[config.mk]
export PLATFORM = sky130hd
export DESIGN_NAME = pixel_streamer
export DESIGN_NICKNAME = d
export VERILOG_FILES = /design/src/rtl/pix_stream_pkg.sv /design/src/rtl/raster_counter.sv /design/src/rtl/pixel_streamer.sv
export SDC_FILE = /design/constraint.sdc
export NUM_CORES = 1
export LEC_CHECK = 0
export ABC_CLOCK_PERIOD_IN_PS = 3500
export CORE_UTILIZATION = 35
export CTS_CLUSTER_DIAMETER = 200
export DETAILED_ROUTE_END_ITERATION = 8
export SLEW_MARGIN = 20
export SYNTH_ARGS = -nofsm -noshare
export SYNTH_HDL_FRONTEND = slang
export SYNTH_SLANG_ARGS = --single-unit
[constraint.sdc]
create_clock -name clk -period 3.5 [get_ports clk]
set_clock_uncertainty 0.2 [all_clocks]
set_input_delay 0.525 -clock clk [delete_from_list [all_inputs] [get_ports clk]]
set_output_delay 0.525 -clock clk [all_outputs]
set_load 0.03 [all_outputs]
[src/rtl/pix_stream_pkg.sv]
// Shared types and default geometry for the pixel streamer.
// Holds the FSM state encoding and default image/pixel sizes.
package pix_stream_pkg;

  localparam int WIDTH_DEF = 8;
  localparam int IMG_W_DEF = 28;
  localparam int IMG_H_DEF = 28;

  typedef enum logic [2:0] {
    IDLE,
    FETCH,
    WAIT,
    EMIT,
    DONE
  } state_t;

endpackage

[src/rtl/raster_counter.sv]
// Row-major raster position counter, shared with downstream window logic.
// clear restarts at (0,0); advance steps one pixel; last flags the final pixel.
module raster_counter #(
  parameter int COLS = 28,
  parameter int ROWS = 28,
  parameter int CW   = 5,
  parameter int RW   = 5
) (
  input  logic          clk,
  input  logic          rst,
  input  logic          clear,
  input  logic          advance,
  output logic [RW-1:0] row,
  output logic [CW-1:0] col,
  output logic          last
);

  logic [RW-1:0] row_q;
  logic [RW-1:0] row_d;
  logic [CW-1:0] col_q;
  logic [CW-1:0] col_d;
  logic          col_end;
  logic          row_end;

  assign col_end = (col_q == CW'(COLS - 1));
  assign row_end = (row_q == RW'(ROWS - 1));
  assign last    = col_end && row_end;
  assign row     = row_q;
  assign col     = col_q;

  // next position: column steps, wraps into the next row, frame wraps to 0
  always_comb begin
    row_d = row_q;
    col_d = col_q;
    if (clear) begin
      row_d = '0;
      col_d = '0;
    end else if (advance) begin
      if (col_end) begin
        col_d = '0;
        row_d = row_end ? '0 : row_q + RW'(1);
      end else begin
        col_d = col_q + CW'(1);
      end
    end
  end

  // position registers
  always_ff @(posedge clk) begin
    if (rst) begin
      row_q <= '0;
      col_q <= '0;
    end else begin
      row_q <= row_d;
      col_q <= col_d;
    end
  end

endmodule

[src/rtl/pixel_streamer.sv]
// Streams one image frame from memory into a 3x3 line buffer.
// Optional macro PIX_STREAM_PAD_EN adds a one-pixel zero border.
module pixel_streamer
  import pix_stream_pkg::*;
#(
  parameter int WIDTH  = WIDTH_DEF,
  parameter int IMG_W  = IMG_W_DEF,
  parameter int IMG_H  = IMG_H_DEF,
  parameter int ADDR_W = 10
) (
  input  logic              clk,
  input  logic              rst,
  input  logic              start,
  input  logic              ready,
  output logic              mem_rd_en,
  output logic [ADDR_W-1:0] mem_addr,
  input  logic [WIDTH-1:0]  mem_rdata,
  output logic [WIDTH-1:0]  dout,
  output logic              shift_en,
  output logic              win_valid,
  output logic              busy,
  output logic              done
);

`ifdef PIX_STREAM_PAD_EN
  localparam int PW = IMG_W + 2;
  localparam int PH = IMG_H + 2;
`else
  localparam int PW = IMG_W;
  localparam int PH = IMG_H;
`endif
  localparam int CW = $clog2(PW + 1);
  localparam int RW = $clog2(PH + 1);

  state_t            state_q;
  state_t            state_d;
  logic [WIDTH-1:0]  pix_q;
  logic [WIDTH-1:0]  pix_d;
  logic [RW-1:0]     row;
  logic [CW-1:0]     col;
  logic              last;
  logic              clear;
  logic              advance;
  logic              win_pos;
  logic [ADDR_W-1:0] rd_addr;

  raster_counter #(
    .COLS (PW),
    .ROWS (PH),
    .CW   (CW),
    .RW   (RW)
  ) u_raster (
    .clk     (clk),
    .rst     (rst),
    .clear   (clear),
    .advance (advance),
    .row     (row),
    .col     (col),
    .last    (last)
  );

  assign win_pos = (row >= RW'(2)) && (col >= CW'(2));

`ifdef PIX_STREAM_PAD_EN
  logic border;
  assign border = (row == '0) || (row == RW'(PH - 1))
               || (col == '0) || (col == CW'(PW - 1));
  assign rd_addr = (ADDR_W'(row) - ADDR_W'(1)) * ADDR_W'(IMG_W)
                 + ADDR_W'(col) - ADDR_W'(1);
`else
  assign rd_addr = ADDR_W'(row) * ADDR_W'(IMG_W) + ADDR_W'(col);
`endif

  // frame sequencer: next state, pixel capture and all strobes
  always_comb begin
    state_d   = state_q;
    pix_d     = pix_q;
    mem_rd_en = 1'b0;
    mem_addr  = '0;
    dout      = '0;
    shift_en  = 1'b0;
    win_valid = 1'b0;
    done      = 1'b0;
    clear     = 1'b0;
    advance   = 1'b0;
    busy      = (state_q != IDLE);
    unique case (state_q)
      IDLE: begin
        if (start) begin
          clear   = 1'b1;
          state_d = FETCH;
        end
      end
      FETCH: begin
`ifdef PIX_STREAM_PAD_EN
        if (border) begin
          pix_d   = '0;
          state_d = EMIT;
        end else begin
          mem_rd_en = 1'b1;
          mem_addr  = rd_addr;
          state_d   = WAIT;
        end
`else
        mem_rd_en = 1'b1;
        mem_addr  = rd_addr;
        state_d   = WAIT;
`endif
      end
      WAIT: begin
        pix_d   = mem_rdata;
        state_d = EMIT;
      end
      EMIT: begin
        dout      = pix_q;
        shift_en  = ready;
        win_valid = ready && win_pos;
        if (ready) begin
          advance = 1'b1;
          state_d = last ? DONE : FETCH;
        end
      end
      DONE: begin
        done    = 1'b1;
        state_d = IDLE;
      end
      default: state_d = IDLE;
    endcase
  end

  // state and pixel registers
  always_ff @(posedge clk) begin
    if (rst) begin
      state_q <= IDLE;
      pix_q   <= '0;
    end else begin
      state_q <= state_d;
      pix_q   <= pix_d;
    end
  end

endmodule

==> metrics <==
run status finished, violations left; failing checks DRC; worst path required time 2770 ps; Reg-to-Reg End u_raster.col[1]; Top Ports 35; clk sinks 21; Commonest cells post-synth nor2_1, dfxtp_1, ha_1; Syn Area/Cell 8.738 um2; CTS max path bufs 2; Clk pwr share 33.7%; Max Fclk 288.1 MHz; asr flop ratio synth 0%; Multi-input gate area 0.001177 mm2; Fin. Hold Viols 0; switching fraction of total power 24.79%; initial core utilization 36.52%; global route overflow 0; first-pass GRT wire length 5595 um; Leak 0.0009329 uW; Final min period 3471 ps; # diodes 0; RSZ-0062 raised after global routing yes; share of cells above drive strength 1 17.86%; Hold Slack 287.8 ps; Worst Setup EP mem_addr[8]; Area Growth Syn to Fin 36.59%; Cell Area, Placed 0.002017 mm2; Placer Congestion 0.7603; first-pass iteration count of the detailed router 6; CP Capture Type primary output; Global Route Usage Sum 14.12%; pre-CTS WS 162.8 ps; setup violators final 0; Int Pwr 356.6 uW; H-tree Lvls 1; total number of vias 1,324; Synth area leaders dfxtp_1, ha_1, fa_1; hold_sp pix_q[7]; post-synthesis cell type count 36; Yosys Warn Count 0; Pwr Density 218.3 mW/mm2; Layout fillers 434; Core Footprint 0.004354 mm2; WHS Path Cells 2; Register Area 422.9 um2; critical path type reg -> out; Post-synth EDFFs 0; Worst Tran Pin Value 396.3 ps; Post-Syn Area 0.001590 mm2; number of global-route vias before repair 1,255; drt initial violations 32; most numerous cell in the Yosys netlist nor2_1; post-synth top area cell dfxtp_1; initial antenna violation count 0; row count 24; wire per inst 11.79 um; P_sw 117.5 uW; die area 0.004817 mm2; Sequential Power Share 53.4%; Root Buffer clkbuf_8; type of origin of the critical path register; Die Wd 69.41 um; max-slew violations 0; slew margin rel. 73.50%; Port Buf Inserts 34; largest net degree at the start of global routing 13; nets 263; Post-CTS Hold Fix Bufs 0; MaxCap Viol Count 0; Comb power frac 12.9%; CTS buffer count 3; Tcrit/Tclk final 99.18%; Detailed Place HPWL 2452 um; total wire length 3255 um; FF-to-FF Start state_q[0]; design area 0.002172 mm2; Die H 69.41 um; sequential share of the synthesized area 26.44%; worst-path fanout max 6; Synth Net Count 220; crit path launch u_raster.row[1]; CTS tree built; reg2reg setup slack 1780 ps; clock-pin slew on the worst setup and hold paths 80 ps; Pwr Total 474.1 uW; worst path arrival time 2750 ps; Post-synth top flop dfxtp_1; Max VDD drop 220.8 uV; post-route ant nets 0; cell count after synthesis 182; drt via density 4.797; DR DRC count 1; Synth top area share 26.44%; Worst-Skew Late Latency 270 ps; R2R depth 4; number of synthesized register bits 21; worst min-delay path class reg -> reg; final worst setup slack 28.71 ps
## sequential cells by signal, indices dropped and copies added, names as in the netlist
signal,flops
u_raster.row,5
u_raster.col,5
state_q,3
pix_q,8
## worst max-delay path, stage by stage, from the launching register on
cell and delay [ps]:
dfxtp_1 330, buf_4 170, fa_1 520, fa_2 580
o21ai_2 70, nand2b_1 150, or3_1 380, a21oi_2 140
buf_6 140
## layout make-up
type / instances / area share, %
Clock inverter: 1 / 0.2304
Tap cell: 52 / 2.995
Clock buffer: 3 / 1.901
Multi-Input combinational cell: 143 / 54.21
Timing Repair Buffer: 44 / 19.12
Inverter: 12 / 2.074
Sequential cell: 21 / 19.47
## what timing repair did
| item | in CTS | in global routing |
|---|---|---|
| resized for setup | 10 | 12 |
| setup buffers | 1 | 2 |
| setup endpoints to repair | 3 | 3 |
| pin swaps | 4 | 7 |
| endpoints found under the hold margin | 0 | 0 |
## kinds of logic after synthesis
logic type | Yosys count | synth area share, %
simple gates | 69 | 23.29
compound gates | 29 | 11.09
fa+ha+maj | 26 | 23.29
flops | 21 | 26.44
buf+inv | 18 | 4.721
xor+xnor | 10 | 5.507
mux | 9 | 5.665
## cell usage in the layout, fill, tap and decap left out, types with 2 or more instances in the layout
master	instances
xnor2_1	4
and2_1	10
nor3_1	4
and4b_1	2
nor2b_1	2
o21ai_2	2
or3_1	2
nor2_1	25
buf_6	2
ha_2	2
fa_1	5
nand2b_1	3
o21ai_0	7
a31oi_1	2
xor2_1	3
nor3b_1	3
buf_4	12
a21oi_1	9
nand2_1	3
ha_1	17
mux2i_1	9
nand3_1	3
inv_1	12
o21bai_2	2
dfxtp_1	19
dfxtp_2	2
a21oi_2	2
xor2_2	3
clkbuf_8	3
clkdlybuf4s50_1	29
nand4_1	2
a21o_1	2
## power groups by stage
stage	combinational (uW)	clock [uW]	sequential, uW
after detailed placement	62.0	0	259
after global routing	67.7	178	255
after floorplan	39.4	0	255
final	61.3	160	253
after global placement	62.1	0	258
after CTS	62.2	169	253
## worst min path at each step
stage | to | slack [ps]
after floorplan | pix_q[0] | 250
after global placement | pix_q[6] | 270
after detailed placement | pix_q[1] | 280
after CTS | pix_q[6] | 290
after global routing | pix_q[1] | 330
final | pix_q[7] | 290
## per-layer routing
layer	GRT usage, %	wire length, um
met3	3.488	130
met2	23.62	1549
met4	2.721	23
met1	18.49	1552
met5	0	0
## through the flow
stage          TNS, ps  std cells  utilization (%)
2_1_floorplan        0        182                -
3_3_place_gp         0        269            46.32
3_5_place_dp         0        269            46.32
4_1_cts              0        274            48.42
5_1_grt         -135.3        276            49.89
6_report             0        276            49.89
Power figures use the tool's default switching activity.
==> variant 1 (config.mk and constraints unchanged) <==
Encoding of `state_t`: now one-hot (5 bits for 5 states).
--- a/src/rtl/pix_stream_pkg.sv
+++ b/src/rtl/pix_stream_pkg.sv
@@ -7,10 +7,10 @@
   localparam int IMG_H_DEF = 28;
 
-  typedef enum logic [2:0] {
-    IDLE,
-    FETCH,
-    WAIT,
-    EMIT,
-    DONE
+  typedef enum logic [4:0] {
+    IDLE  = 5'b00001,
+    FETCH = 5'b00010,
+    WAIT  = 5'b00100,
+    EMIT  = 5'b01000,
+    DONE  = 5'b10000
   } state_t;
 
Function: same outputs for any inputs over 10 cycles, from zero or initial values and one cycle with rst high; not proved beyond that.
==> variant 1 against the original RTL <==
Critical path type unchanged. Routed wire length up 6.9%. Global-route usage decreased by 0.092 points. Design area up 3.0%. Sequential cell count rose by 2. Largest cell class unchanged. Synthesized area increased by 7.2%. First-iteration DRC count up 91%. Worst setup slack worse by 0.00067 ns. The flow still finishes with violations (design-rule violations).
Power is not compared: it rests on default switching activity, and its combinational part moved more than twofold at a synthesized area within 25%.
==> variant 1: results (changes against the original RTL) <==
- Status: complete, but fails checks (unchanged).
* GRT Resource Usage Total: 0.140 (was 0.141)
- Count of unresolved DRC violations after routing: 2 (was 1)
- Met2 WL post-DR: 1630 um (was 1550 um)
- The measured slew at the worst slew-check pin is 0.606 ns (was 0.396 ns).
- RR Endpoint: u_raster.row[2] (was u_raster.col[1])
- Setup Fix Bufs, Post-CTS: 0 (was 1)
- The synthesized netlist net count came to 232 (was 220).
- The highest routed metal layer was met3 (was met4).
- Total placed cells including tap cells: 279 (was 269)
* Cell types occupying the most area after synthesis: dfxtp_1 27%, ha_1 15%, fa_1 7.0% (was dfxtp_1 26%, ha_1 16%, fa_1 7.6%)
- Violations in the final reports: design-rule violations (unchanged).
* Cells resized by post-CTS repair: 7 (was 10)
- The wire length per cell after detailed routing came to 12.2 um (was 11.8 um).
- Post-layout instance count excluding filler cells: 285 (was 276)
- The total of fill cells in the finished design is 471 (was 434).
- The number of global-route vias before repair came to 1278 (was 1255).
* Clock input transition at the sequential cells of the worst setup and hold paths: 0.09 ns
- The vias per cell came to 4.92 (was 4.80).
- The end point of the most critical hold path was pix_q[4] (was pix_q[7]).
- Worst supply voltage drop on vdd: 192 uV
- The half-perimeter wire length of the detailed placement result is 2600 um (was 2450 um).
* Delay of the slowest critical-path stage: 0.56 ns (was 0.58 ns)
- Fraction of met1 tracks used by global routing: 0.199 (was 0.185)
- Ranking of synthesized cells by instance count: 23 x dfxtp_1, 22 x nor2_1, 20 x ha_1, 12 x a21oi_1, 12 x inv_1 (was 26 x nor2_1, 21 x dfxtp_1, 20 x ha_1, 12 x inv_1, 11 x a21oi_1)
* Startpoint of the lowest-slack register-to-register path: state_q[1] (was state_q[0])
* Max Fanout on Critical Path: 3 (was 6)
* 1st-iter DRT viols: 61 (was 32)
- Synth top area share: 0.270 (was 0.264)
* Register-to-register setup slack: 1.26 ns (was 1.78 ns)
- Fraction of final layout cells sized beyond drive strength 1: 0.156 (was 0.179)
* Hold Path Origin: pix_q[4] (was pix_q[7])
- The wire length on met3 is 72 um (was 130 um).
* Cell depth of the worst flop-to-flop path: 7 (was 4)
- The global-route track usage on met3 was 0.0338 (was 0.0349).
-- variant 1: stage by stage --
step                setup slack (ns)  hold WS [ns]  cell area [um^2]  power [mW]
floorplan                     0.0793         0.255              1710       0.395
global placement               0.227         0.267              2110       0.431
detailed placement             0.194         0.280              2110       0.429
CTS                          0.00206         0.302              2170       0.600
global route                 -0.0654         0.322              2240       0.628
finish                        0.0280         0.298              2240       0.595
-- variant 1: cell families after synthesis --
group	count (synthesis)	share of synthesized area
and+or+nand+nor	76	0.249
xor gates and xnor gates	7	0.0360
AOI/OAI and AO/OA	31	0.116
buffers and inverters	21	0.0529
adders and majority gates	26	0.217
DFF	23	0.270
muxes	10	0.0587
-- variant 1: cell type report --
type,instances,area [um^2],share of cell area
clock buffers,3,41.3,0.0185
repair buffers,42,393,0.176
multi-input cells,150,1220,0.544
well taps,54,67.6,0.0302
clock inverters,1,7.51,0.00336
inverters,12,45.0,0.0201
flip-flops and latches,23,467,0.209
==> variant 2 (same settings) <==
Without the edit above. The package constant `WIDTH_DEF` goes from 8 to 6.
--- a/src/rtl/pix_stream_pkg.sv
+++ b/src/rtl/pix_stream_pkg.sv
@@ -3,5 +3,5 @@
 package pix_stream_pkg;
 
-  localparam int WIDTH_DEF = 8;
+  localparam int WIDTH_DEF = 6;
   localparam int IMG_W_DEF = 28;
   localparam int IMG_H_DEF = 28;
Ports: changed (resized dout and mem_rdata); port bits go from 35 to 31. No check against the original RTL was run, so the function may have changed too.
==> variant 2 against the original RTL <==
Worst setup slack better by 0.052 ns. Sequential cell count is 2 lower. Clock power is 7% lower. Die area is 3.7% lower. Routed wire length is 2.9% lower. Synthesized area is 3.8% lower. Design area is 8.2% lower. Total power is 8.3% lower. Critical path type unchanged.
==> variant 2: results (changes against the original RTL) <==
- The worst voltage drop across the vdd grid came to 208 uV (was 221 uV).
- The routability-driven placement congestion ratio came to 0.816 (was 0.760).
* #MultiIn Comb: 135 (was 143)
- Ranking of synthesized cells by instance count: 24 x nor2_1, 20 x ha_1, 19 x dfxtp_1, 15 x inv_1 (was 26 x nor2_1, 21 x dfxtp_1, 20 x ha_1, 12 x inv_1, 11 x a21oi_1).
- The number of clock buffers in the layout was 4 (was 3).
- Clk Latency, worst-skew pair: 0.25 ns (was 0.27 ns)
* Per-cell routed wire length: 12.2 um (was 11.8 um)
- The first-pass GRT wire length is 5220 um (was 5600 um).
- Register-to-register setup slack: 1.49 ns (was 1.78 ns)
* Wire length on met3: 70 um (was 130 um)
- The number of post-CTS setup repair buffers is 0 (was 1).
* Data arrival time of the critical path: 2.69 ns (was 2.75 ns)
- The pre-CTS setup slack was 0.121 ns (was 0.163 ns).
- The non-clock buffer contribution to total cell area was 0.161 (was 0.191).
* Status: complete, no violations (was complete, but fails checks)
- The final worst-path cycle share was 0.977 (was 0.992).
* Worst Tran Pin Value: 0.581 ns (was 0.396 ns)
- RR Endpoint: u_raster.row[3] (was u_raster.col[1])
* Fin Hold WS: 0.289 ns (was 0.288 ns)
- 1st-iter DRT viols: 38 (was 32)
- The vias per cell was 4.91 (was 4.80).
- Inverters: 16 (was 12)
- The share of the synthesized area in compound gates (AO/OA/AOI/OAI) is 0.0875 (was 0.111).
- Met1 Wirelength: 1470 um (was 1550 um)
* GRT Resource Usage Total: 0.147 (was 0.141)
- The met2 routing resource usage after global routing came to 0.266 (was 0.236).
## variant 2: cells by family (layout without fill, tap and decap cells)
kind of cell,after synthesis,count (layout)
AOI/OAI and AO/OA,23,23
xor gates and xnor gates,10,10
adders and majority gates,26,26
buffers and inverters,19,54
DFF,19,19
muxes,9,9
and+or+nand+nor,67,67
## variant 2: where the power goes
| part | switching (mW) | internal (mW) | total, mW | leakage [nW] |
|---|---|---|---|---|
| Combinational | 0.0293 | 0.0268 | 0.0561 | 0.727 |
| Clock | 0.0679 | 0.0808 | 0.149 | 0.0228 |
| Sequential | 0.00809 | 0.222 | 0.230 | 0.155 |
| Total | 0.105 | 0.329 | 0.435 | 0.906 |
## variant 2: critical path: stages, from the launching register on
cell	delay, ns
dfxtp_4	0.36
fa_1	0.45
ha_2	0.22
fa_2	0.57
inv_1	0.06
a211oi_2	0.30
and4_1	0.25
nor3_2	0.05
buf_4	0.18
